`config.mk`:
```
export PLATFORM = sky130hd
export DESIGN_NAME = vga_timing_gen
export DESIGN_NICKNAME = d
export VERILOG_FILES = /design/src/rtl/vga_timing_gen.sv
export SDC_FILE = /design/constraint.sdc
export NUM_CORES = 1
export LEC_CHECK = 0
export BUFFER_PORTS_ARGS = -buffer_cell sky130_fd_sc_hd__buf_2
export CAP_MARGIN = 40
export CORE_MARGIN = 8
export CORE_UTILIZATION = 50
export DETAILED_ROUTE_END_ITERATION = 10
export PLACE_DENSITY = 0.76
export SLEW_MARGIN = 20
export SYNTH_ARGS = -nofsm -noshare
export SYNTH_HDL_FRONTEND = slang
export SYNTH_SLANG_ARGS = --single-unit
```
`constraint.sdc`:
```
create_clock -name clk_25MHz -period 3.4 [get_ports clk_25MHz]
set_input_delay 0.68 -clock clk_25MHz [delete_from_list [all_inputs] [get_ports clk_25MHz]]
set_output_delay 0.68 -clock clk_25MHz [all_outputs]
set_load 0.02 [all_outputs]
```
`src/rtl/vga_timing_gen.sv`:
```
// VGA raster timing: free-running pixel/line counters gated by pix_en, with
// registered sync/blanking decodes aligned to the counters they describe.
module vga_timing_gen #(
  parameter int H_VISIBLE = 640,
  parameter int H_FRONT   = 16,
  parameter int H_SYNC    = 96,
  parameter int H_BACK    = 48,
  parameter int V_VISIBLE = 480,
  parameter int V_FRONT   = 10,
  parameter int V_SYNC    = 2,
  parameter int V_BACK    = 33,
  parameter bit HS_POL    = 1'b0,
  parameter bit VS_POL    = 1'b0,
  parameter int CNT_W     = 16
) (
  input  logic             clk_25MHz,
  input  logic             rst_n,
  input  logic             pix_en,
  output logic [CNT_W-1:0] h_count,
  output logic [CNT_W-1:0] v_count,
  output logic             hsync,
  output logic             vsync,
  output logic             video_on,
  output logic             line_end,
  output logic             frame_end
);

  localparam int H_TOTAL = H_VISIBLE + H_FRONT + H_SYNC + H_BACK;
  localparam int V_TOTAL = V_VISIBLE + V_FRONT + V_SYNC + V_BACK;

  if (H_VISIBLE < 1 || H_FRONT < 1 || H_SYNC < 1 || H_BACK < 1 ||
      V_VISIBLE < 1 || V_FRONT < 1 || V_SYNC < 1 || V_BACK < 1) begin : g_bad_timing
    $error("vga_timing_gen: visible, porch and sync parameters must all be >= 1");
  end

  if (longint'(H_TOTAL) > (longint'(1) << CNT_W) ||
      longint'(V_TOTAL) > (longint'(1) << CNT_W)) begin : g_bad_width
    $error("vga_timing_gen: CNT_W too narrow for H_TOTAL/V_TOTAL");
  end

  localparam logic [CNT_W-1:0] H_LAST     = CNT_W'(H_TOTAL - 1);
  localparam logic [CNT_W-1:0] V_LAST     = CNT_W'(V_TOTAL - 1);
  localparam logic [CNT_W-1:0] H_VIS      = CNT_W'(H_VISIBLE);
  localparam logic [CNT_W-1:0] V_VIS      = CNT_W'(V_VISIBLE);
  localparam logic [CNT_W-1:0] HS_START   = CNT_W'(H_VISIBLE + H_FRONT);
  localparam logic [CNT_W-1:0] HS_STOP    = CNT_W'(H_VISIBLE + H_FRONT + H_SYNC - 1);
  localparam logic [CNT_W-1:0] VS_START   = CNT_W'(V_VISIBLE + V_FRONT);
  localparam logic [CNT_W-1:0] VS_STOP    = CNT_W'(V_VISIBLE + V_FRONT + V_SYNC - 1);

  logic [CNT_W-1:0] h_q, h_d;
  logic [CNT_W-1:0] v_q, v_d;
  logic             hsync_q, hsync_d;
  logic             vsync_q, vsync_d;
  logic             video_q, video_d;
  logic             h_wrap, v_wrap;

  assign h_wrap = (h_q == H_LAST);
  assign v_wrap = (v_q == V_LAST);

  // Decoding from the next counter values keeps every registered flag in
  // the same cycle as the count it belongs to.
  always_comb begin
    h_d = h_q;
    v_d = v_q;
    if (pix_en) begin
      h_d = h_wrap ? '0 : h_q + 1'b1;
      if (h_wrap) begin
        v_d = v_wrap ? '0 : v_q + 1'b1;
      end
    end
    hsync_d = (h_d >= HS_START && h_d <= HS_STOP) ? HS_POL : ~HS_POL;
    vsync_d = (v_d >= VS_START && v_d <= VS_STOP) ? VS_POL : ~VS_POL;
    video_d = (h_d < H_VIS) && (v_d < V_VIS);
  end

  // Reset parks the raster on its last pixel so the first enabled cycle
  // wraps into pixel (0,0) with a frame_end strobe.
  always_ff @(posedge clk_25MHz) begin
    if (!rst_n) begin
      h_q     <= H_LAST;
      v_q     <= V_LAST;
      hsync_q <= ~HS_POL;
      vsync_q <= ~VS_POL;
      video_q <= 1'b0;
    end else begin
      h_q     <= h_d;
      v_q     <= v_d;
      hsync_q <= hsync_d;
      vsync_q <= vsync_d;
      video_q <= video_d;
    end
  end

  assign h_count   = h_q;
  assign v_count   = v_q;
  assign hsync     = hsync_q;
  assign vsync     = vsync_q;
  assign video_on  = video_q;
  assign line_end  = rst_n & pix_en & h_wrap;
  assign frame_end = line_end & v_wrap;

endmodule

```
* Word-level counts from Yosys, hierarchy flattened
Cells that the tools add are included.
** Word-level totals
- Bits in registers :: 35
- Output and inout bits :: 37
** Cells by class
- Add/sub/neg operators :: 2
- Magnitude comparators :: 6
- Equality and inequality tests :: 2
- Muxes and demuxes :: 7
- Bitwise gates (word level) :: 3
- Reductions and logical operators :: 3
** Operators with widths (number)
- $mux 16 :: 5
- $add 16x1->16 const B :: 2
- $eq 16x10->1 const B :: 2
- $ge 16x10->1 const B :: 1
- $ge 16x9->1 const B :: 1
- $le 16x10->1 const B :: 1
- $le 16x9->1 const B :: 1
- $lt 16x10->1 const B :: 1
- $lt 16x9->1 const B :: 1
- $and 1x1->1 :: 3
- $logic_and 1x1->1 :: 3
- $mux 1 :: 2

* Logic depth before layout (Yosys ltp)
Gate-level depths: netlist of run 1.
- Word-level depth :: 7
- Gate-level depth with buffers :: 9

* Worst setup path before layout of run 1
Ideal clock, no wire load.
- Kind :: reg2reg
- Start point :: register h_q[0], in the netlist h_count[0]
- End point :: register vsync_q, in the netlist vsync
- Arrival time :: 3.242 ns
- Path slack :: 0.024 ns
- Cell stages (with the launch flop) :: 9
- Buffers on the path :: 1
- Clock period less this slack :: 3.376 ns
- Cells stage by stage :: dfxtp_1 ha_1 or4b_2 or4_4 buf_6 nor4_1 mux2i_1 o2111ai_1 or4_1
** On the way
- Word-level cells in the longest chain between the ends :: 6
- Elaborated cells between the ends (all ways) :: 7
** Ends and longest elaborated chain
- start, declared :: line 50 : logic [CNT_W-1:0] h_q, h_d;
- start signal, assigned :: line 80 : h_q <= H_LAST;
- start signal, assigned :: line 86 : h_q <= h_d;
- $eq 16x10->1 * :: line 57 : assign h_wrap = (h_q == H_LAST);
- $mux 16 * :: line 67 : if (h_wrap) begin
- $mux 16 * :: line 65 : if (pix_en) begin
- $ge 16x9->1 / $le 16x9->1 (equally long branches) :: line 72 : vsync_d = (v_d >= VS_START && v_d <= VS_STOP) ? VS_POL : ~VS_POL;
- $logic_and 1x1->1 * :: line 72
- $mux 1 * :: line 72
- end signal, assigned :: line 83 : vsync_q <= ~VS_POL;
- end signal, assigned :: line 89 : vsync_q <= vsync_d;
- end, declared :: line 53 : logic vsync_q, vsync_d;
Mark *: on every way between the ends. The rest lies on a longest branch, timed or not.
A chain may end at the register's enable or synchronous reset.

* Worst setup path in the final report of run 1
Ends and elaborated chain as after synthesis.

==> flow_metrics.tcl, run 1 <==
set metrics [dict create \
    num_antenna_cells 0 \
    syn_area_um2 2080 \
    synth_commonest_cells "dfxtp_1, nor2_1, nand2_1" \
    wirelength_um 5370 \
    drtIter0Drc 210 \
    p_total_w 0.00108 \
    ys_seq_elements 35 \
    viasPerCell 6.00 \
    arrival_ns 3.41 \
    wl_per_cell_um 15.7 \
    drt_drc_violations_left 0 \
    synth_edf_count 0 \
    yosys.area.top_type "dfxtp_1" \
    fin_skew_ns 0.00757 \
    die_w_um 80.6 \
    avgSynthCellArea_um2 8.05 \
    num_vias 2058 \
    holdWs_ns 0.544 \
    ys_async_sr_fraction_pct 0 \
    synth.most_common_cell "dfxtp_1" \
    drive_gt1_share_pct 21.8 \
    synth-main-ff-cell "dfxtp_1" \
    core_um2 4000 \
    cp.required_ns 3.57 \
    design_area_um2 2370 \
    num-nets-final 299 \
    drtPass1Iterations 4 \
    area_growth_pct 13.9 \
    io_pins 40 \
    cts_resized 0 \
    grt_overflow 0 \
    crit_type "register to register" \
    port_buffers 39 \
    ant_nets 0 \
    vdd_drop_max_v 0.000288 \
    hold_violations 0 \
    max_freq_ghz 0.309 \
    synthTopCellsByArea "dfxtp_1, nor2_1, xor2_1" \
    p_leak_nw 0.978 \
    grt_max_degree 22 \
    gp_congestion 0.914 \
    cts-root-buf "clkbuf_8" \
    hpwlAfterDp_um 4000 \
    antenna_found_initial 0 \
    slew_headroom_pct 62.1 \
    crit_fanout 11 \
    clockBufferDepth 2 \
    cts_tree "built" \
    maxCapViolCount 0 \
    cts.sinks 35 \
    clk_pin_slew_ns 0.07 \
    h-tree-depth 2 \
    synth_fp_nets 265 \
    placed_area_um2 2280 \
    final_cells 343 \
    min_path_type "register to register" \
    die_h_um 80.6 \
    finalSetupViolCount 0 \
    cts_made_buffers 5 \
    grt_pass1_wl_um 8970 \
    rows 23 \
    period_needed_ns 3.24 \
    placed_cells 336 \
    fill_cells 395 \
    clk_latency_ns 0.29 \
    grt_pass1_vias 1916 \
    start_util_pct 52.1 \
    die_area_um2 6490 \
    fin_setup_tns_ns 0 \
    status "finished clean" \
    yosys.cell_types.count 48 \
    cp-end-kind "register" \
    postSynthCellCount 259 \
    ys_seq_area_share_pct 33.6 \
    pwr_density_cell_nw_per_um2 456 \
    slew_violations 0 \
    ys_warn_count 0 \
    ctsHoldBuffers 0 \
    start_kind "register" \
    postCtsSetupRepairBufs 0 \
    min_period_over_period_pct 95.3 \
    rsz0062_at_grt "no" \
    yosysTopAreaCellShare_pct 33.6 \
    tightest_slew_ns 0.563 \
    track_usage_pct 17.2 \
]
## state kept, by name, indices dropped and copies added (netlist names)
signal / flops
h_count: 16
v_count: 16
hsync: 1
video_on: 1
vsync: 1
## power breakdown
part | internal (W) | total, W | switching [W]
logic | 0.000109 | 0.000297 | 0.000188
clock network | 0.000159 | 0.000305 | 0.000146
registers | 0.000435 | 0.000482 | 0.0000463
## placed cells by master (no fill, tap or decap), types with 7 or more instances in the layout
cell type,instances
buf_2,39
dfxtp_1,35
nand2_1,27
nand3_1,20
nand4_1,14
nor2_1,30
nor3_1,8
nor4_1,7
o21ai_0,9
xnor2_1,10
xor2_1,12
## kinds of logic (layout without fill, tap and decap cells)
kind of cell | count (synthesis) | after routing | share of synthesized area [%]
AOI/OAI and AO/OA | 24 | 24 | 7.44
xor gates and xnor gates | 22 | 22 | 9.24
adders and majority gates | 3 | 3 | 1.80
buffers and inverters | 23 | 57 | 6.36
DFF | 35 | 35 | 33.6
muxes | 5 | 5 | 2.46
and+or+nand+nor | 147 | 147 | 39.1
## final cells by class
class                           count  area (um2)  share of cell area [%]
Clock buffer                        6        82.6                    3.48
Tap cell                           50        62.6                    2.63
Sequential cell                    35         701                    29.5
Multi-Input combinational cell    201        1260                    53.1
Timing Repair Buffer               43         238                    10.0
Clock inverter                      1        5.00                   0.211
Inverter                            7        26.3                    1.11
## worst max-delay path: stages, from the launching register on
cell,delay (ns)
dfxtp_1,0.42
ha_2,0.25
or4b_2,0.59
or4_4,0.51
nor4_1,0.32
buf_4,0.18
mux2i_1,0.17
o2111ai_1,0.14
or4_1,0.53
## layer usage
layer	vias to the layer above	global-route usage, %	share of wire [%]
met5	-	0	0
met4	0	6.73	1.3
met3	8	5.36	7.8
met2	70	27.2	47
met1	981	21.1	44
li1	999	-	-
## path summary, 6_finish.rpt
| kind | from | to | slack (ns) | cells after the start |
|---|---|---|---|---|
| min reg2reg | v_count[0] | v_count[0] | 0.54 | 2 |
| max | h_count[0] | vsync | 0.16 | 8 |
| max reg2reg | h_count[0] | vsync | 0.16 | 8 |
| min | v_count[0] | v_count[0] | 0.54 | 2 |
## stage by stage
stage | setup slack [ns] | util, %
after global routing | 0.000869 | 59.4
after global placement | 0.256 | 57.1
after detailed placement | 0.174 | 57.1
after floorplan | 0.0235 | -
final | 0.159 | 59.4
after CTS | 0.161 | 59.3
(Power assumes the default switching activity.)
==> run 2, diff against run 1 <==
CELL_PAD_IN_SITES_DETAIL_PLACEMENT = 1   (was not set)
CELL_PAD_IN_SITES_GLOBAL_PLACEMENT = 2   (was not set)
CORE_UTILIZATION = 29   (was 50)
PLACE_DENSITY = 0.73   (was 0.76)
==> flow_metrics.tcl, run 2 (synthesis results as in run 1) <==
set metrics [dict create \
    die_w_um 101 \
    gp_congestion 0.772 \
    viasPerCell 5.08 \
    die_area_um2 10200 \
    min_period_over_period_pct 95.8 \
    clk_latency_ns 0.29 \
    cp-end-kind "register" \
    num-nets-final 307 \
    grt_pass1_vias 2095 \
    clk_pin_slew_ns 0.07 \
    drt_drc_violations_left 0 \
    p_leak_nw 1.02 \
    slew_headroom_pct 63.2 \
    die_h_um 101 \
    cts.sinks 35 \
    cp.required_ns 3.57 \
    clockBufferDepth 2 \
    num_vias 2038 \
    cts_made_buffers 5 \
    max_freq_ghz 0.307 \
    design_area_um2 2500 \
    tightest_slew_ns 0.547 \
    num_antenna_cells 0 \
    slew_violations 0 \
    wirelength_um 6560 \
    io_pins 40 \
    start_kind "register" \
    core_um2 7100 \
    maxCapViolCount 0 \
    final_common_cell "buf_2" \
    crit_type "register to register" \
    fin_skew_ns 0.00343 \
    finalSetupViolCount 0 \
    period_needed_ns 3.26 \
    placed_area_um2 2390 \
    hpwlAfterDp_um 4960 \
    fill_cells 917 \
    drive_gt1_share_pct 23.8 \
    min_path_type "register to register" \
    port_buffers 39 \
    status "finished clean" \
    start_util_pct 29.4 \
    ant_nets 0 \
    h-tree-depth 2 \
    grt_pass1_wl_um 10900 \
    p_total_w 0.00116 \
    arrival_ns 3.43 \
    cts_tree "built" \
    rows 31 \
    antenna_found_initial 0 \
    area_growth_pct 20.2 \
    drtIter0Drc 58 \
    postCtsSetupRepairBufs 0 \
    cts-root-buf "clkbuf_8" \
    hold_violations 0 \
    crit_fanout 11 \
    placed_cells 393 \
    pwr_density_cell_nw_per_um2 462 \
    drtPass1Iterations 4 \
    grt_overflow 0 \
    ctsHoldBuffers 0 \
    final_cells 401 \
    vdd_drop_max_v 0.000167 \
    grt_max_degree 18 \
    final_cell_mix "buf_2, dfxtp_1, nor2_1, nand2_1, nand3_1" \
    track_usage_pct 13.7 \
    wl_per_cell_um 16.4 \
]
[run 2: cell count changes in the layout (fill, tap and decap cells not counted)]
cell,change
buf_12,-1
nor4_2,-1
clkinv_2,-1
buf_4,+9
clkbuf_1,+1
nor4_4,+1
clkbuf_8,+1
[run 2: final timing paths]
path / startpoint / slack [ns] / to / depth (start not counted)
setup reg to reg: h_count[1] / 0.14 / vsync / 8
hold / removal: v_count[0] / 0.55 / v_count[0] / 2
hold reg to reg: v_count[0] / 0.55 / v_count[0] / 2
setup / recovery: h_count[1] / 0.14 / vsync / 8
[run 2: layout make-up]
type / instances / area (um2) / area share, %
Inverter: 7 / 26.3 / 1.05
Sequential cell: 35 / 701 / 28.0
Multi-Input combinational cell: 201 / 1270 / 50.6
Clock buffer: 8 / 100 / 4.00
Timing Repair Buffer: 51 / 285 / 11.4
Tap cell: 99 / 124 / 4.95
[run 2: what timing repair did]
| item | CTS | global route |
|---|---|---|
| gates resized for setup | 1 | 1 |
| setup endpoints to repair | 2 | 2 |
| cloned | 0 | 0 |
[run 2: critical path, cell delays in order (launching register included)]
cell and delay [ns]:
dfxtp_1 0.40, ha_2 0.25, or4b_2 0.61, or4_4 0.53, nor4_1 0.30, buf_4 0.18, mux2i_1 0.19, o2111ai_1 0.16
or4_1 0.53
[run 2: power breakdown]
part,internal [W],total [W],switching (W)
clock,0.000185,0.000346,0.000160
sequential,0.000435,0.000473,0.0000374
combinational,0.000123,0.000340,0.000217
total,0.000743,0.00116,0.000415
[run 2: per-layer routing]
metal | GRT usage, % | routed length, um
met5 | 0 | 0
met1 | 16.6 | 3110
met4 | 4.30 | 91
met3 | 3.59 | 284
met2 | 23.0 | 3080
[run 2: metrics by stage]
stage          utilization (%)  hold slack (ns)  worst slack (ns)  TNS [ns]
2_1_floorplan                -            0.581            0.0235         0
3_3_place_gp              33.7            0.542             0.281         0
3_5_place_dp              33.7            0.545             0.145         0
4_1_cts                   35.3            0.557             0.115         0
5_1_grt                   35.3            0.586          -0.00370  -0.00370
6_report                  35.3            0.548             0.144         0
